**src/rtl/uart_tx_queue_pkg.sv**
```systemverilog
// Shared definitions for the UART transmit queue: byte width and sequencer state encodings.
package uart_tx_queue_pkg;

  localparam int unsigned UART_DATA_W = 8;

  typedef enum logic [1:0] {
    ST_IDLE    = 2'd0,
    ST_SEND    = 2'd1,
    ST_RELEASE = 2'd2
  } txq_state_e;

endpackage

```
**src/rtl/uart_txq_mem.sv**
```systemverilog
// Simple dual-port byte RAM: synchronous write port, asynchronous read port.
module uart_txq_mem
  import uart_tx_queue_pkg::*;
#(
  parameter int unsigned DEPTH_LOG2 = 3,
  parameter int unsigned DATA_W     = UART_DATA_W
) (
  input  logic                  clk,
  input  logic                  we,
  input  logic [DEPTH_LOG2-1:0] waddr,
  input  logic [DATA_W-1:0]     wdata,
  input  logic [DEPTH_LOG2-1:0] raddr,
  output logic [DATA_W-1:0]     rdata
);

  localparam int unsigned DEPTH = 1 << DEPTH_LOG2;

  logic [DATA_W-1:0] mem [DEPTH];

  always_ff @(posedge clk) begin
    if (we) begin
      mem[waddr] <= wdata;
    end
  end

  assign rdata = mem[raddr];

endmodule

```
**src/rtl/uart_tx_queue.sv**
```systemverilog
// Byte FIFO plus send/done handshake sequencer feeding uart_tx on the bit clock.
// Optional sticky overflow output enabled by defining UART_TXQ_OVERFLOW_EN.
module uart_tx_queue
  import uart_tx_queue_pkg::*;
#(
  parameter int unsigned DEPTH_LOG2 = 3,
  parameter int unsigned DATA_W     = UART_DATA_W
) (
  input  logic                clk,
  input  logic                reset,
  input  logic                wr,
  input  logic [DATA_W-1:0]   din,
  output logic                full,
  output logic                empty,
  output logic [DEPTH_LOG2:0] count,
  output logic                tx_send,
  output logic [DATA_W-1:0]   tx_data,
  input  logic                tx_done,
`ifdef UART_TXQ_OVERFLOW_EN
  output logic                overflow,
`endif
  output logic                busy
);

  localparam int unsigned PW    = DEPTH_LOG2 + 1;
  localparam int unsigned DEPTH = 1 << DEPTH_LOG2;

  logic [PW-1:0]     wr_ptr;
  logic [PW-1:0]     rd_ptr;
  logic [PW-1:0]     wr_ptr_n;
  logic [PW-1:0]     rd_ptr_n;
  logic [PW-1:0]     count_n;
  logic              push;
  logic              pop;
  logic              active_n;
  logic [DATA_W-1:0] rd_data;
  txq_state_e        state;

  // Full is the pre-edge flag, so a write while full is dropped even if a pop happens too.
  always_comb begin
    push     = wr && !full;
    pop      = (state == ST_IDLE) && !empty && !tx_done;
    wr_ptr_n = wr_ptr + PW'(push);
    rd_ptr_n = rd_ptr + PW'(pop);
    count_n  = wr_ptr_n - rd_ptr_n;
    active_n = pop || (state == ST_SEND) || ((state == ST_RELEASE) && tx_done);
  end

  uart_txq_mem #(
    .DEPTH_LOG2 (DEPTH_LOG2),
    .DATA_W     (DATA_W)
  ) u_mem (
    .clk   (clk),
    .we    (push),
    .waddr (wr_ptr[DEPTH_LOG2-1:0]),
    .wdata (din),
    .raddr (rd_ptr[DEPTH_LOG2-1:0]),
    .rdata (rd_data)
  );

  // Pointers and registered status flags.
  always_ff @(posedge clk) begin
    if (reset) begin
      wr_ptr <= '0;
      rd_ptr <= '0;
      count  <= '0;
      full   <= 1'b0;
      empty  <= 1'b1;
      busy   <= 1'b0;
    end else begin
      wr_ptr <= wr_ptr_n;
      rd_ptr <= rd_ptr_n;
      count  <= count_n;
      full   <= (count_n == PW'(DEPTH));
      empty  <= (count_n == '0);
      busy   <= active_n || (count_n != '0);
    end
  end

  // Sequencer; IDLE waits for done low so a frame still running after reset is respected.
  always_ff @(posedge clk) begin
    if (reset) begin
      state   <= ST_IDLE;
      tx_send <= 1'b0;
      tx_data <= '0;
    end else begin
      case (state)
        ST_IDLE: begin
          if (pop) begin
            tx_data <= rd_data;
            tx_send <= 1'b1;
            state   <= ST_SEND;
          end
        end
        ST_SEND: begin
          if (tx_done) begin
            tx_send <= 1'b0;
            state   <= ST_RELEASE;
          end
        end
        ST_RELEASE: begin
          if (!tx_done) begin
            state <= ST_IDLE;
          end
        end
        default: begin
          tx_send <= 1'b0;
          state   <= ST_IDLE;
        end
      endcase
    end
  end

`ifdef UART_TXQ_OVERFLOW_EN
  always_ff @(posedge clk) begin
    if (reset) begin
      overflow <= 1'b0;
    end else if (wr && full) begin
      overflow <= 1'b1;
    end
  end
`endif

endmodule

```
**config.mk**
```make
export PLATFORM = sky130hd
export DESIGN_NAME = uart_tx_queue
export DESIGN_NICKNAME = d
export VERILOG_FILES = /design/src/rtl/uart_tx_queue_pkg.sv /design/src/rtl/uart_txq_mem.sv /design/src/rtl/uart_tx_queue.sv
export SDC_FILE = /design/constraint.sdc
export NUM_CORES = 1
export LEC_CHECK = 0
export CAP_MARGIN = 5
export CORE_UTILIZATION = 62
export DETAILED_ROUTE_END_ITERATION = 7
export HOLD_SLACK_MARGIN = 0.03
export PLACE_DENSITY_LB_ADDON = 0.12
export SYNTH_ARGS = -nofsm -noshare
export SYNTH_HDL_FRONTEND = slang
export SYNTH_HIERARCHICAL = 1
export SYNTH_SLANG_ARGS = --single-unit
```
**constraint.sdc**
```tcl
create_clock -name clk -period 4 [get_ports clk]
set_input_delay 0.8 -clock clk [delete_from_list [all_inputs] [get_ports clk]]
set_output_delay 0.8 -clock clk [all_outputs]
set_load 0.01 [all_outputs]
```
# Yosys cells after proc, flatten, opt, wreduce, memory -nomap -nowiden
# Memories as Yosys holds them, arrays and structs flattened. A register that Yosys moved wholly into a read port is not among the register bits.
# Cells that the tools add are included.
# W data, S select, Z words.
[totals]
regBits = 18
mem_bits_rw = 64
in_bits = 12
output_inout_bits = 16
elab_cells = 44
memories = 1
[op_classes]
addsub = 3
eq_ne = 6
n_mux = 9
bitwise_logic = 1
n_reduce_logical = 16
[mem_list]
columns = ["memory", "depth", "width", "rd", "rd_clocked_by_memory_dff", "write_ports", "line_no", "source"]
rows = [
  ["u_mem.mem", 8, 8, 1, 1, 1, "uart_txq_mem.sv:18", "logic [DATA_W-1:0] mem [DEPTH];"],
]
[op_table]
columns = ["operator", "n"]
rows = [
  ["$add A4 B1 Y4", 2],
  ["$mux W2", 3],
  ["$ne A2 B2 Y1 const B", 3],
  ["$pmux W2 S3", 1],
  ["$reduce_and A3 Y1", 2],
  ["$eq A4 B4 Y1 const B", 1],
  ["$logic_and A1 B1 Y1", 4],
  ["$logic_not A4 Y1", 1],
  ["$mux W1", 4],
  ["$reduce_bool A4 Y1", 1],
  ["$sub A4 B4 Y4", 1],
  ["$logic_not A1 Y1", 3],
  ["$logic_or A1 B1 Y1", 3],
  ["$pmux W1 S3", 1],
  ["$eq A2 B1 Y1 const B", 1],
  ["$eq A2 B2 Y1 const B", 1],
  ["$logic_not A2 Y1", 1],
  ["$reduce_and A2 Y1", 1],
  ["$not A1 Y1", 1],
]

# Logic depth before layout (Yosys ltp)
# Gate-level depths: netlist (run 1).
[depth]
ltp_word = 7
depth_mapped = 11
ltp_nobuf = 10

# By module
# The synthesis (run 1) kept the hierarchy.
[modules_own_cells]
columns = ["module", "n_inst", "cells_per_inst", "area_each_um2", "seq_area_each_um2"]
rows = [
  ["uart_txq_mem", 1, 106, 2531.2, 1921.8],
  ["uart_tx_queue", 1, 101, 1076.0, 520.5],
]

# Least setup slack after synthesis (run 1)
# OpenSTA, ideal clock, no wires.
[synth_timing]
kind = "in2reg"
start = "input tx_done"
end = "register busy"
setup_time_ns = 0.134
t_arrival_ns = 2.617
t_required_ns = 3.866
slack_ns = 1.249
stages = 10
n_path_buf = 1
cell_sequence = "nor4_1 buf_4 ha_1 ha_1 inv_1 fa_1 xnor2_1 nand3b_1 a311oi_1 a21oi_1"
[synth_between]
elab_chain_cells = 6
elab_cells_between_ends = 9
cone_classes = "add/sub: 2; reduce/logical: 7"
[synth_rtl]
columns = ["element", "line_no", "source"]
rows = [
  ["from (decl)", "uart_tx_queue.sv:18", "input logic tx_done,"],
  ["$logic_not A1 Y1", "--", ""],
  ["$logic_and A1 B1 Y1", "uart_tx_queue.sv:42", "pop = (state == ST_IDLE) && !empty && !tx_done;"],
  ["$add A4 B1 Y4", "uart_tx_queue.sv:44", "rd_ptr_n = rd_ptr + PW'(pop);"],
  ["named net rd_ptr_n[1]", "uart_tx_queue.sv:31", "logic [PW-1:0] rd_ptr_n;"],
  ["$sub A4 B4 Y4", "uart_tx_queue.sv:45", "count_n = wr_ptr_n - rd_ptr_n;"],
  ["$reduce_bool A4 Y1", "uart_tx_queue.sv:76", "busy <= active_n || (count_n != '0);"],
  ["$logic_or A1 B1 Y1", "uart_tx_queue.sv:76", ""],
  ["to (signal assigned)", "uart_tx_queue.sv:76", ""],
  ["to (decl)", "uart_tx_queue.sv:22", "output logic busy"],
]
# The timed path passes the listed nets, and every way through them passes these cells.
# A chain may end at the register's enable or synchronous reset.

# Final worst setup path (run 1)
# Ends and elaborated chain as after synthesis.

==> flow_metrics.py, run 1 <==
metrics = {
    "die": {
        "die_area_um2": 6127,
        "coreArea_um2": 5540,
        "num_rows": 27,
        "die_x_um": 78.28,
        "io_pins": 28,
        "fp.dieH_um": 78.28,
        "initial_core_util_pct": 65.11,
    },
    "timing": {
        "setup_viol": 0,
        "clock_skew_ps": 8.982,
        "finalCriticalPeriod_ps": 3098,
        "holdWs_ps": 488.1,
        "hold_viol_final": 0,
        "fin_setup_tns_ps": 0,
        "drv_slew": 0,
        "maxSlewHeadroom_pct": 36.26,
        "fin_crit_sh_pct": 77.44,
        "rsz0062_at_grt": "no",
        "fmax_mhz": 322.8,
        "tightest_slew_ps": 952.6,
    },
    "clocking": {
        "cts.sinks": 90,
        "cts.htree.levels": 3,
        "numCtsBuffers": 9,
        "clkTransAtPathRegs_ps": 90,
        "hold_buffers": 0,
        "cts_resized": 0,
        "cts_setup_buffers": 0,
        "clk_latency_ps": 350,
        "cts_tree": "yes",
        "clockBufferDepth": 2,
        "root_buffer": "clkbuf_8",
    },
    "worst_setup_path": {
        "crit_path_end": "busy",
        "path_class": "in -> reg",
        "r2r_start": "state[1]",
        "start_kind": "input pin",
        "reg2reg_slack_ps": 1430,
        "worstReg2RegEnd": "busy",
        "cp.required_ps": 4200,
        "worstRegToRegCells": 9,
        "startpoint": "tx_done",
        "end_kind": "register",
        "worstPathArrival_ps": 3300,
        "worstPathMaxFanout": 7,
    },
    "power_and_ir_drop": {
        "seqPwrFrac_pct": 50.5,
        "switching_share_pct": 27.34,
        "clkPwrFrac_pct": 25.5,
        "ir_drop_mv": 0.3000,
        "p_int_w": 0.001641,
        "p_switching_w": 0.0006175,
        "leakage_nw": 1.403,
        "power_frac_comb_pct": 24.0,
        "pwr_density_cell_nw_per_um2": 547.9,
    },
    "cells_and_area": {
        "post-route-util_pct": 74.41,
        "antennaDiodeCount": 0,
        "area_delta_synth_final_pct": 14.29,
        "layout_common_cells": "edfxtp_1, clkdlybuf4s50_1, nor2_1, dfxtp_1, mux4_1",
        "nets": 259,
        "drive_gt1_share_pct": 15.57,
        "final_common_cell": "edfxtp_1",
        "fillers": 347,
        "finish.instance_area_um2": 4123,
    },
    "synth": {
        "ys_seq_elements": 90,
        "synthFlopType": "edfxtp_1",
        "syn_area_um2": 3607,
        "ys_types": 37,
        "synth_seq_area_share_pct": 67.71,
        "ys_warn_count": 6,
        "avgSynthCellArea_um2": 17.43,
        "syn_inst": 207,
        "syn_nets": 227,
        "synthArstFlopShare_pct": 0,
        "synth-edff-count": 64,
    },
    "global_routing": {
        "grtUsageTotal_pct": 22.67,
        "grt_pass1_wl_mm": 9.653,
        "grt_pass1_vias": 1915,
        "antenna_found_initial": 0,
        "grt_max_degree": 27,
        "grt-ovfl-total": 0,
    },
    "detailed_routing": {
        "drt-pass1-iter-count": 4,
        "ant_nets": 0,
        "drc": 0,
        "vias_per_cell": 5.801,
        "vias": 1833,
        "dr.first_iter.drc_count": 73,
        "wl_per_cell_um": 19.55,
        "totalWireLength_mm": 6.177,
    },
    "placed_design": {
        "place_hpwl_mm": 3.907,
        "place.port_buffers": 27,
        "place_congestion": 0.8814,
        "placed_area_um2": 3936,
    },
    "job": {
        "drv_cap": 0,
    },
    "hold_path": {
        "hold_path.class": "reg -> reg",
        "min_from": "tx_send",
    },
    "outcome": {
        "status": "finished clean",
    },
}
-- layout make-up --
class	instances	area, um2	share of cell area [%]
inverter	5	18.77	0.4552
timing repair buffer	31	300.3	7.284
multi-input combinational	102	1085	26.31
clock inverter	5	35.03	0.8498
clock buffer	11	151.4	3.672
tap	72	90.09	2.185
sequential	90	2442	59.24
-- cell usage after synthesis (3+ instances only) --
master    count  area [um2]
edfxtp_1     64        1922
dfxtp_1      26       520.5
nor2_1       26       97.59
mux4_1       15       394.1
mux2_2        8       90.09
mux2i_1       8       80.08
ha_1          7       87.58
nor2b_1       5       31.28
clkbuf_1      4       15.01
inv_1         4       15.01
nand2_1       3       11.26
nand2b_1      3       18.77
nor3_1        3       15.01
xnor2_1       3       26.28
xor2_2        3       48.80
-- registers in the layout, indices dropped and copies added, names as in the netlist --
name,count
tx_data,8
u_mem/mem,64
busy,1
tx_send,1
rd_ptr,4
empty,1
state,2
count,4
full,1
wr_ptr,4
-- per-layer routing --
metal  GRT usage [%]  vias up  routed length, um
li1                -      850                  -
met1           29.01      908               2702
met2           36.05       62               3114
met3           4.535       13                234
met4           13.70        0                125
met5               0        -                  0
-- power by group through the flow --
| stage | logic [W] | clock network [W] | registers [W] |
|---|---|---|---|
| after floorplan | 0.000342 | 0 | 0.00117 |
| after global placement | 0.000519 | 0 | 0.00115 |
| after detailed placement | 0.000539 | 0 | 0.00116 |
| after CTS | 0.000543 | 0.000584 | 0.00114 |
| after global routing | 0.000585 | 0.000621 | 0.00115 |
| final | 0.000542 | 0.000576 | 0.00114 |
-- critical path, cell delays in order --
cell and delay [ps]:
clkdlybuf4s50_1 600, nor4_2 80, ha_1 200, ha_1 270, inv_1 80, fa_1 450
xnor2_1 230, nand3b_1 160, a311oi_1 300, a21oi_1 120
-- stage by stage --
step           setup WS, ps  power [W]  instances
3_3_place_gp          677.4   0.001674        300
2_1_floorplan          1249   0.001512        207
6_report              902.4   0.002259        316
4_1_cts               885.8   0.002269        316
3_5_place_dp          492.1   0.001700        300
5_1_grt               695.8   0.002356        316
-- worst min path at each step --
stage | to | depth (start not counted) | slack (ps)
finish | tx_send | 2 | 490
global placement | tx_send | 2 | 460
detailed placement | tx_send | 2 | 470
CTS | tx_send | 2 | 480
floorplan | tx_send | 2 | 490
global route | tx_send | 2 | 510
-- cells by family after synthesis --
| family | count (synthesis) | share of synthesized area [%] |
|---|---|---|
| fa+ha+maj | 8 | 2.983 |
| flops | 90 | 67.71 |
| compound gates | 8 | 1.769 |
| mux | 32 | 16.27 |
| simple gates | 46 | 6.105 |
| buf+inv | 15 | 2.393 |
| xor+xnor | 8 | 2.775 |
(Power assumes the default switching activity.)
==> run 2: changes to the inputs <==
--- a/config.mk
+++ b/config.mk
@@ -6,7 +6,7 @@
 export NUM_CORES = 1
 export LEC_CHECK = 0
 export CAP_MARGIN = 5
-export CORE_UTILIZATION = 62
+export CORE_UTILIZATION = 57
 export DETAILED_ROUTE_END_ITERATION = 7
 export HOLD_SLACK_MARGIN = 0.03
 export PLACE_DENSITY_LB_ADDON = 0.12
==> constraint.sdc (replaced) <==
create_clock -name clk -period 3.22 [get_ports clk]
set_input_delay 0.644 -clock clk [delete_from_list [all_inputs] [get_ports clk]]
set_output_delay 0.644 -clock clk [all_outputs]
set_load 0.01 [all_outputs]
==> flow_metrics.py, run 2 (synthesized netlist as in run 1, its figures left out) <==
metrics = {
    "timing": {
        "tightest_slew_ps": 348.2,
        "maxSlewHeadroom_pct": 76.19,
        "fmax_mhz": 351.8,
        "rsz0062_at_grt": "no",
        "clock_skew_ps": 8.433,
        "finalCriticalPeriod_ps": 2842,
        "fin_crit_sh_pct": 88.27,
        "drv_slew": 0,
        "fin_setup_tns_ps": 0,
        "hold_viol_final": 0,
        "fin_ws_ps": 377.8,
        "setup_viol": 0,
    },
    "outcome": {
        "status": "finished clean",
    },
    "placed_design": {
        "place.port_buffers": 27,
        "pre_cts_ws_ps": 3.669,
        "place_congestion": 0.7958,
        "place_hpwl_mm": 4.190,
    },
    "hold_path": {
        "whs_path_depth": 2,
        "min_from": "tx_send",
        "hold_path.class": "reg -> reg",
        "whs_endpoint": "tx_send",
    },
    "power_and_ir_drop": {
        "leakage_nw": 1.473,
        "pwr_density_cell_nw_per_um2": 688.4,
        "ir_drop_mv": 0.3854,
    },
    "worst_setup_path": {
        "worstRegToRegCells": 9,
        "reg2reg_slack_ps": 700,
        "worstPathArrival_ps": 3070,
        "path_class": "in -> reg",
        "end_kind": "register",
        "cp.required_ps": 3450,
        "worstReg2RegEnd": "busy",
        "r2r_start": "state[1]",
        "start_kind": "input pin",
        "worstPathMaxFanout": 3,
    },
    "global_routing": {
        "grtUsageTotal_pct": 22.07,
        "grt_pass1_wl_mm": 9.963,
        "grt-ovfl-total": 0,
        "top_usage_layer": "met2",
        "grt_max_degree": 20,
        "grt_pass1_vias": 1967,
        "antenna_found_initial": 0,
        "use_met1_pct": 26.55,
        "use_met2_pct": 36.17,
        "met3_usage_pct": 4.889,
    },
    "clocking": {
        "cts.sinks": 90,
        "clkTransAtPathRegs_ps": 90,
        "cts.htree.levels": 3,
        "hold_buffers": 0,
        "cts_setup_buffers": 0,
        "root_buffer": "clkbuf_8",
        "cts_resized": 0,
        "clockBufferDepth": 2,
        "clk_latency_ps": 350,
        "cts_tree": "yes",
        "numCtsBuffers": 9,
    },
    "job": {
        "drv_cap": 0,
    },
    "die": {
        "fp.dieH_um": 81.55,
        "num_rows": 28,
        "die_area_um2": 6650,
        "die_x_um": 81.55,
        "io_pins": 28,
        "initial_core_util_pct": 59.86,
        "coreArea_um2": 6026,
    },
    "cells_and_area": {
        "top_regs": "u_mem/mem x64, tx_data x8",
        "drive_gt1_share_pct": 18.11,
        "fillers": 399,
        "largest_reg_flops": 64,
        "antennaDiodeCount": 0,
        "seqCellArea_um2": 2442,
        "layout_common_cells": "edfxtp_1, clkdlybuf4s50_1, nor2_1, dfxtp_1, mux4_1",
        "area_delta_synth_final_pct": 17.34,
        "largest-register": "u_mem/mem",
        "final_common_cell": "edfxtp_1",
        "nets": 269,
        "multiInputGateArea_um2": 1085,
    },
    "detailed_routing": {
        "vias_per_cell": 5.742,
        "totalWireLength_mm": 6.285,
        "ant_nets": 0,
        "dr.first_iter.drc_count": 99,
        "vias": 1889,
        "wl_per_cell_um": 19.10,
        "drc": 0,
        "drt-pass1-iter-count": 4,
    },
}
run 2: worst max-delay path, cell delays in order:
cell and delay, ps:
clkdlybuf4s50_1 450, nor2b_1 250, ha_1 250, ha_1 290, fa_1 430, xnor2_1 210, nand3b_1 160, a311oi_1 280
a21oi_1 100
run 2: where the power goes:
group	total (W)	switching, W	internal, W
clock	0.000822	0.000386	0.000436
combinational	0.000680	0.000314	0.000365
sequential	0.00141	0.0000559	0.00136
run 2: layer usage:
layer | wire length (um) | share of wire, % | vias up
met4 | 202 | 3.2 | 0
li1 | - | - | 875
met2 | 3210 | 51 | 52
met5 | 0 | 0 | -
met1 | 2631 | 42 | 944
met3 | 241 | 3.8 | 18
run 2: through the flow:
stage / cell area [um2] / std cells / power, W / utilization [%] / hold WS [ps]
finish: 4233 / 329 / 0.002914 / 70.25 / 478.6
detailed placement: 4015 / 313 / 0.002120 / 66.63 / 470.5
global placement: 4015 / 313 / 0.002091 / 66.63 / 460.0
CTS: 4233 / 329 / 0.002941 / 70.25 / 484.3
global route: 4233 / 329 / 0.003056 / 70.25 / 517.3
floorplan: 3607 / 207 / 0.001878 / - / 489.6
run 2: how the worst max path moves through the flow:
| stage | from | end | slack [ps] | depth (start not counted) |
|---|---|---|---|---|
| CTS | wr | busy | 370 | 9 |
| finish | wr | busy | 380 | 9 |
| floorplan | tx_done | busy | 630 | 10 |
| global route | wr | busy | 140 | 9 |
| global placement | wr | busy | 170 | 9 |
| detailed placement | wr | busy | 4 | 9 |
run 2: cell type report:
class,instances,area share [%]
clock buffers,9,2.926
clock inverters,7,2.217
inverters,5,0.4434
multi-input cells,102,25.63
flip-flops and latches,90,57.70
well taps,75,2.217
repair buffers,41,8.868
